## src/rtl/wb_pkg.sv

```systemverilog
// Shared widths, state encoding and latched-command payload for the write-back gather stage.
package wb_pkg;

  localparam int unsigned VEC_W  = 256;
  localparam int unsigned LANE_W = 32;
  localparam int unsigned LANES  = 8;
  localparam int unsigned CNT_W  = $clog2(LANES);
  localparam int unsigned RD_W   = 5;

  typedef enum logic [1:0] {
    IDLE   = 2'd0,
    GATHER = 2'd1,
    COMMIT = 2'd2
  } wb_state_t;

  // Instruction fields captured at acceptance
  typedef struct packed {
    logic            vec;
    logic            scal;
    logic            sel;
    logic [RD_W-1:0] rd;
  } wb_cmd_t;

endpackage

```

## src/rtl/vec_beat_collector.sv

```systemverilog
// Lane register array and beat counter; assembles memory beats into a vector.
module vec_beat_collector
  import wb_pkg::*;
(
  input  logic              clk,
  input  logic              rst,
  input  logic              clear,
  input  logic              beat_valid,
  input  logic [LANE_W-1:0] beat_data,
  output logic [VEC_W-1:0]  lanes,
  output logic [CNT_W-1:0]  count
);

  logic [LANES-1:0][LANE_W-1:0] lane_q;

  // Counter wraps naturally from LANES-1 back to 0
  always_ff @(posedge clk) begin
    if (rst) begin
      lane_q <= '0;
      count  <= '0;
    end else if (clear) begin
      count  <= '0;
    end else if (beat_valid) begin
      lane_q[count] <= beat_data;
      count         <= count + CNT_W'(1);
    end
  end

  assign lanes = lane_q;

endmodule

```

## src/rtl/wb_gather.sv

```systemverilog
// Write-back stage: commits ALU results directly or gathers memory beats into a
// scalar/vector write before issuing a one-cycle register-file strobe.
module wb_gather
  import wb_pkg::*;
(
  input  logic              clk,
  input  logic              rst,
  input  logic              in_valid,
  output logic              in_ready,
  input  logic              WriteRegister_M,
  input  logic              WriteRegisterVec_M,
  input  logic              SelWriteData_M,
  input  logic [RD_W-1:0]   rd_M,
  input  logic [VEC_W-1:0]  alu_result_M,
  input  logic [LANE_W-1:0] mem_rdata,
  input  logic              mem_rvalid,
  output logic              mem_req,
  output logic [CNT_W-1:0]  mem_beat,
  output logic              stall,
  output logic              WRITEREGISTER_WB,
  output logic              WRITEREGISTERVEC_WB,
  output logic [RD_W-1:0]   RD_WB,
  output logic [VEC_W-1:0]  INPUTDATA
);

  wb_state_t        state_q, state_d;
  wb_cmd_t          cmd_q, cmd_d;
  logic             wr_d, wrv_d, mem_req_d;
  logic [RD_W-1:0]  rd_d;
  logic [VEC_W-1:0] data_d;

  logic             accept_c;
  logic             beat_take_c;
  logic             last_beat_c;
  logic             clear_c;
  logic [VEC_W-1:0] lanes;
  logic [CNT_W-1:0] count;
  logic [VEC_W-1:0] gathered_c;

  assign in_ready    = (state_q == IDLE);
  assign stall       = ~in_ready;
  assign mem_beat    = count;
  assign accept_c    = in_valid && in_ready;
  assign beat_take_c = (state_q == GATHER) && mem_rvalid;
  assign last_beat_c = beat_take_c && cmd_q.sel &&
                       (cmd_q.vec ? (count == CNT_W'(LANES - 1)) : 1'b1);

  // The final vector beat lands in the top lane, so merge it directly
  assign gathered_c = cmd_q.vec ? {mem_rdata, lanes[VEC_W-LANE_W-1:0]}
                                : VEC_W'(mem_rdata);

  vec_beat_collector u_collector (
    .clk        (clk),
    .rst        (rst),
    .clear      (clear_c),
    .beat_valid (beat_take_c),
    .beat_data  (mem_rdata),
    .lanes      (lanes),
    .count      (count)
  );

  always_comb begin
    state_d = state_q;
    cmd_d   = cmd_q;
    wr_d    = 1'b0;
    wrv_d   = 1'b0;
    rd_d    = RD_WB;
    data_d  = INPUTDATA;
    clear_c = 1'b0;
    case (state_q)
      IDLE: begin
        if (accept_c) begin
          cmd_d.vec  = WriteRegisterVec_M;
          cmd_d.scal = WriteRegister_M;
          cmd_d.sel  = SelWriteData_M;
          cmd_d.rd   = rd_M;
          if (WriteRegisterVec_M || WriteRegister_M) begin
            if (SelWriteData_M) begin
              state_d = GATHER;
              clear_c = 1'b1;
            end else begin
              state_d = COMMIT;
              wrv_d   = WriteRegisterVec_M;
              wr_d    = WriteRegister_M && !WriteRegisterVec_M;
              rd_d    = rd_M;
              data_d  = alu_result_M;
            end
          end
        end
      end
      GATHER: begin
        if (last_beat_c) begin
          state_d = COMMIT;
          wrv_d   = cmd_q.vec;
          wr_d    = cmd_q.scal && !cmd_q.vec;
          rd_d    = cmd_q.rd;
          data_d  = gathered_c;
        end
      end
      COMMIT:  state_d = IDLE;
      default: state_d = IDLE;
    endcase
    mem_req_d = (state_d == GATHER);
  end

  always_ff @(posedge clk) begin
    if (rst) begin
      state_q             <= IDLE;
      cmd_q               <= '0;
      mem_req             <= 1'b0;
      WRITEREGISTER_WB    <= 1'b0;
      WRITEREGISTERVEC_WB <= 1'b0;
      RD_WB               <= '0;
      INPUTDATA           <= '0;
    end else begin
      state_q             <= state_d;
      cmd_q               <= cmd_d;
      mem_req             <= mem_req_d;
      WRITEREGISTER_WB    <= wr_d;
      WRITEREGISTERVEC_WB <= wrv_d;
      RD_WB               <= rd_d;
      INPUTDATA           <= data_d;
    end
  end

endmodule

```

## config.mk

```make
export PLATFORM = sky130hd
export DESIGN_NAME = wb_gather
export DESIGN_NICKNAME = d
export VERILOG_FILES = /design/src/rtl/wb_pkg.sv /design/src/rtl/vec_beat_collector.sv /design/src/rtl/wb_gather.sv
export SDC_FILE = /design/constraint.sdc
export NUM_CORES = 1
export LEC_CHECK = 0
export CORE_ASPECT_RATIO = 2
export CORE_MARGIN = 8
export CORE_UTILIZATION = 50
export DETAILED_ROUTE_END_ITERATION = 6
export PLACE_DENSITY = 0.81
export SYNTH_ARGS = -nofsm -noshare
export SYNTH_HDL_FRONTEND = slang
export SYNTH_SLANG_ARGS = --single-unit
export TNS_END_PERCENT = 50
```

## constraint.sdc

```tcl
create_clock -name clk -period 2.1 [get_ports clk]
set_input_delay 0.21 -clock clk [delete_from_list [all_inputs] [get_ports clk]]
set_output_delay 0.21 -clock clk [all_outputs]
set_load 0.1 [all_outputs]
```

# Word level (Yosys, flattened, before mapping)
# Cells that the tools add are included.
dict set report classes {
  addsub 1
  n_lt_le_gt_ge 2
  eq_ne 7
  muxes 34
  bitwise 2
  reduce_logical 16
}
# op n
set op_table {}
lappend op_table {{256-bit 2-to-1 mux} 5}
lappend op_table {{256-bit case mux with 2 select lines} 1}
lappend op_table {{256-bit bitwise mux} 1}
lappend op_table {{32-bit demux with 3-bit select} 1}
lappend op_table {{32-bit 2-to-1 mux} 1}
lappend op_table {{5-bit 2-to-1 mux} 4}
lappend op_table {{1-bit 2-to-1 mux} 13}
lappend op_table {{5-bit case mux with 2 select lines} 1}
lappend op_table {{2-bit 2-to-1 mux} 4}
lappend op_table {{1-bit logical AND} 7}
lappend op_table {{5-bit AND reduction} 1}
lappend op_table {{2-bit by 1-bit == test with 1-bit output, second input constant} 2}
lappend op_table {{3-bit by 4-bit less-than comparator with 1-bit output, second input constant} 1}
lappend op_table {{2-bit by 1-bit != test with 1-bit output, second input constant} 2}
lappend op_table {{2-bit != test, second input constant} 2}
lappend op_table {{1-bit case mux with 2 select lines} 2}
lappend op_table {{2-bit case mux with 2 select lines} 1}
lappend op_table {{2-bit AND reduction} 2}
lappend op_table {{3-bit by 1-bit adder with 3-bit output, second input constant} 1}
lappend op_table {{3-bit == test, second input constant} 1}
lappend op_table {{3-bit by 1-bit greater-or-equal comparator with 1-bit output, second input constant} 1}
lappend op_table {{1-bit zero test} 2}
lappend op_table {{2-bit zero test} 1}
lappend op_table {{1-bit NOT} 2}
lappend op_table {{3 further kinds} 3}
dict set report totals {
  ff_bits 533
  inputBits 300
  wordCells 81
}

# Depth between registers and ports, before layout
dict set report depth {
  depth_word 7
  depth_mapped 8
}

# Cells and area by module
# A second synthesis with hierarchy kept.
dict set report unflattened {
  cells_unflattened 2527
  area_unflattened_um2 23010.8
}
# module instances cells_each area_each_um2 seq_area_each_um2
set by_module_without_submodules {}
lappend by_module_without_submodules {wb_gather 1 1610 12863.6 5485.3}
lappend by_module_without_submodules {vec_beat_collector 1 917 10147.2 5185.0}

# Worst setup path after synthesis
# Ideal clock, no wire load.
dict set report synth_path {
  path_type {register -> register}
  start {register u_collector.count[1]}
  end {register INPUTDATA[143]}
  setup_ps 91
  t_arrival_ps 2674
  required_ps 2009
  path_slack_ps -666
  stages_incl_launch_ff 9
  path_buffers 3
  synth_period_minus_slack_ps 2766
  path_cell_list {dfxtp_1 -> ha_1 -> ha_1 -> nand2b_1 -> clkbuf_1 -> clkbuf_1 -> clkbuf_1 -> a221oi_1 -> a311oi_1}
}
dict set report synth_via {
  elab_chain_len 5
}
# item line_no
set synth_lines {}
lappend synth_lines {{start: declaration} vec_beat_collector.sv:11} ;# output logic [CNT_W-1:0] count
lappend synth_lines {{start signal: assignment} vec_beat_collector.sv:25} ;# count <= count + CNT_W'(1);
lappend synth_lines {{3-bit == test} wb_gather.sv:46} ;# (cmd_q.vec ? (count == CNT_W'(LANES - 1)) : 1'b1);
lappend synth_lines {{1-bit 2-to-1 mux} wb_gather.sv:46}
lappend synth_lines {{1-bit logical AND} wb_gather.sv:45} ;# assign last_beat_c = beat_take_c && cmd_q.sel &&
lappend synth_lines {{2-bit != test (no source line)} -}
lappend synth_lines {{5-bit AND reduction (no source line)} -}
lappend synth_lines {{end signal: assignment} wb_gather.sv:122} ;# INPUTDATA <= data_d;
lappend synth_lines {{end: declaration} wb_gather.sv:23} ;# output logic [VEC_W-1:0] INPUTDATA
# No other way between the ends.
# A chain may end at the register's enable or synchronous reset.

# Worst setup path in the final report
dict set report layout_path {
  start {register u_collector.count[1]}
  end {register INPUTDATA[157]}
}
# Same word-level chain as after synthesis.

==> summary.md <==
| Metric | Value |
|---|---|
| Post-layout min period | 2040 ps |
| Final TNS setup | 0 ps |
| Power per cell area | 822 nW/um^2 |
| Vias in the first global route | 23000 |
| Clock power frac | 0.335 |
| Worst Hold Depth | 2 |
| Proportion of synthesized area in mux cells | 0.101 |
| Layout cells sized above 1 | 0.182 |
| First-pass GRT wire length | 138000 um |
| Crit-path slowest cell | dfxtp_4 |
| WL/cell | 26.5 um |
| Post-synthesis adder-cell area fraction | 0.00109 |
| Register area | 10000 um^2 |
| Placed cell area | 29400 um^2 |
| Die Y-Extent | 319 um |
| Fin. max-slew vios | 0 |
| Post-CTS Hold Fix Bufs | 0 |
| Post-detailed-route count of antenna-violating nets | 0 |
| Async set-or-reset flop fraction in the synthesized netlist | 0 |
| Layout Cells excl Fill | 3548 |
| I/O Buffers | 568 |
| Horiz. Die Dim | 168 um |
| Combinational power share | 0.263 |
| Nets | 3252 |
| Fin crit share | 0.973 |
| Hold Violations, Final | 0 |
| Drc violations | 0 |
| Internal | 16.6 mW |
| Peak supply drop | 0.000610 V |
| Register area share after synthesis | 0.436 |
| H-Tree Depth | 2 |
| Core area | 45700 um^2 |
| P&R area growth vs syn | 34.0% |
| Post-synth EDFFs | 0 |
| # rows | 111 |
| Max clock buf depth | 3 |
| # setup viols final | 0 |
| Slew of the pin with the lowest slew margin | 972 ps |
| WP data required | 2530 ps |
| Arr. time, crit path | 2470 ps |
| Max_slew headroom | 0.352 |
| XOR/XNOR Fraction of Synth Area | 0.000380 |
| Post-route cell area | 30900 um^2 |
| Syn_area_per_cell | 9.28 um^2 |
| Outcome | finished clean |
| Fill cells | 3562 |
| Cells after Synth | 2480 |
| GPL Wtd Cong | 0.910 |
| Initial DRC count | 3170 |
| CTS buffer count | 44 |
| Reg clk slew, reported paths | 70 ps |
| Largest net degree at the start of global routing | 163 |
| Placed insts | 3467 |
| F_max | 0.489 GHz |
| Sequential share of power | 0.402 |
| Setup crit start kind | flop |
| Sink Count | 501 |
| Most used DFF post-synth | dfxtp_1 |
| Starting Density | 0.504 |
| CP Cell Sequence | ha_1 -> ha_1 -> nand2b_4 -> buf_12 -> buf_4 -> a221oi_1 -> a311oi_1 |
| Num ports | 569 |
| Vias per cell | 6.58 |
| Hpwl dp | 67000 um |
| Switching share of total power | 0.345 |
| Psw | 8.75 mW |
| GRT Total Usage | 0.329 |
| Skew-Pair Late Insertion Delay | 570 ps |
| RSZ-0062 raised after global routing | false |
| Cell variety after synth | 32 |
| Max_cap viols | 0 |
| Crit-path most repeated cell | ha_1 |
| Crit. End Element | flop |
| Flops & latches, synth | 501 |
| Remaining Overflow, GRT | 0 |
| CP max stage delay | 370 ps |
| Crit path kind | flop to flop |
| Clock Skews | 22.2 ps |
| Pleak | 12.6 nW |
| Initial antenna violation count | 4 |
| Warnings, synthesis | 0 |
| Worst hold path type | primary input to flop |
| Synth Area in Compound Gates | 0.212 |
| Post-synth net total | 2782 |
| Largest family of logic cells by synthesized area | compound AO/OA/AOI/OAI gates |
| Area used by multi-input combinational logic | 11700 um^2 |
| CTS tree | yes |
| Via count | 23300 |
| CP Max Fanout | 25 |
| 1st-pass router iterations | 7 |
| Die ar. | 53600 um^2 |
| Simple-gate share of the synthesized area | 0.191 |
| Syn Std Cell Area | 23000 um^2 |
| Cells on worst reg2reg path | 7 |
| CTS Root Cell | clkbuf_16 |
| Routed WL | 94100 um |
==> stage by stage <==
step	total power [mW]	setup WS [ps]	hold slack [ps]	utilization
4_1_cts	25.3	38.0	64.4	0.675
5_1_grt	26.0	1.36	111	0.675
2_1_floorplan	14.8	-82.9	344	-
6_report	25.4	56.4	66.9	0.675
3_5_place_dp	17.0	-103	462	0.642
3_3_place_gp	16.9	-53.7	459	0.642
==> worst paths after layout <==
path | start | to | slack [ps]
worst max-delay path | u_collector.count[1]$_SDFFE_PP0N_ | INPUTDATA[157]$_SDFFE_PP0P_ | 60
worst min-delay path | rst | cmd_q[5]$_SDFFE_PP0P_ | 70
worst min register to register | u_collector.lanes[112]$_SDFFE_PP0P_ | u_collector.lanes[112]$_SDFFE_PP0P_ | 480
worst max register to register | u_collector.count[1]$_SDFFE_PP0N_ | INPUTDATA[157]$_SDFFE_PP0P_ | 60
==> Yosys cell counts (6+ instances only) <==
| cell type | count | area, um^2 |
|---|---|---|
| a211oi_1 | 32 | 240 |
| a21oi_1 | 6 | 30.0 |
| a221oi_1 | 229 | 2010 |
| a311oi_1 | 229 | 2010 |
| buf_1 | 16 | 60.1 |
| buf_2 | 110 | 551 |
| clkbuf_1 | 199 | 747 |
| dfxtp_1 | 501 | 10000 |
| mux2i_1 | 232 | 2320 |
| nand2_1 | 240 | 901 |
| nand2b_1 | 258 | 1610 |
| nand3_1 | 228 | 1140 |
| nor2_1 | 44 | 165 |
| nor2b_1 | 68 | 425 |
| o221ai_1 | 32 | 280 |
| o41ai_1 | 32 | 280 |
==> timing repair <==
| action | 4_1_cts | 5_1_grt |
|---|---|---|
| endpoints found under the setup margin | 1 | 14 |
| hold endpoints to repair | 0 | 0 |
| pin swaps | 0 | 3 |
| setup buffers | 0 | 2 |
| resized for setup | 1 | 1 |
==> power by group through the flow <==
stage / combinational, mW / sequential [mW] / clock (mW)
after floorplan: 1.79 / 13.0 / 0
after global placement: 6.53 / 10.4 / 0
after detailed placement: 6.62 / 10.4 / 0
after CTS: 6.64 / 10.2 / 8.49
after global routing: 6.90 / 10.2 / 8.85
final: 6.67 / 10.2 / 8.49
==> cells by family (layout without fill, tap and decap cells) <==
| kind of cell | after synthesis | after routing |
|---|---|---|
| fa+ha+maj | 2 | 2 |
| mux | 232 | 232 |
| other cells | 0 | 3 |
| flops | 501 | 501 |
| simple gates | 854 | 854 |
| buf+inv | 326 | 826 |
| compound gates | 564 | 564 |
| xor+xnor | 1 | 1 |
==> routing by layer <==
| layer | vias up | part of all wire | global-route usage |
|---|---|---|---|
| li1 | 10300 | - | - |
| met1 | 11200 | 0.35 | 0.362 |
| met2 | 1527 | 0.49 | 0.563 |
| met3 | 334 | 0.082 | 0.0636 |
| met4 | 2 | 0.074 | 0.232 |
| met5 | - | 0.00014 | 0 |
==> placed cells by master, fill, tap and decap left out, types with 3 or more instances in the layout <==
master	n
nand4_1	3
clkinv_2	4
nand3b_1	3
a311oi_1	229
a21oi_1	6
nand2_2	3
nand2b_1	256
dfxtp_1	496
buf_4	407
diode_2	3
nand2_1	237
nor2_1	43
clkbuf_8	12
o221ai_1	32
nand3_1	227
a211oi_1	32
o41ai_1	31
dfxtp_4	4
mux2i_1	232
a221oi_1	229
clkbuf_16	47
buf_12	43
clkdlybuf4s50_1	298
clkbuf_1	10
nor2b_1	66
==> layout make-up <==
type / count / share of cell area
clock buffer: 69 / 0.0447
clock inverter: 7 / 0.00312
inverter: 1 / 0.000122
sequential: 501 / 0.326
tap: 565 / 0.0229
antenna: 3 / 0.000243
multi-input combinational: 1653 / 0.379
timing repair buffer: 749 / 0.224
==> flip-flops by register name, summed over array words and instances, names as in the netlist <==
name                 cells
INPUTDATA              256
u_collector.lanes      224
cmd_q                    8
RD_WB                    5
u_collector.count        3
state_q                  2
WRITEREGISTERVEC_WB      1
WRITEREGISTER_WB         1
mem_req                  1
==> worst max-delay path: cells and delay by family, from the launching register on <==
family	cells	cell delay (ps)
buffers and inverters	2	400
adder cells (fa/ha/maj)	2	420
AO/OA/AOI/OAI	2	460
flip-flops	1	370
AND/OR/NAND/NOR	1	250
Note: power is estimated with default switching activity, not from simulation.
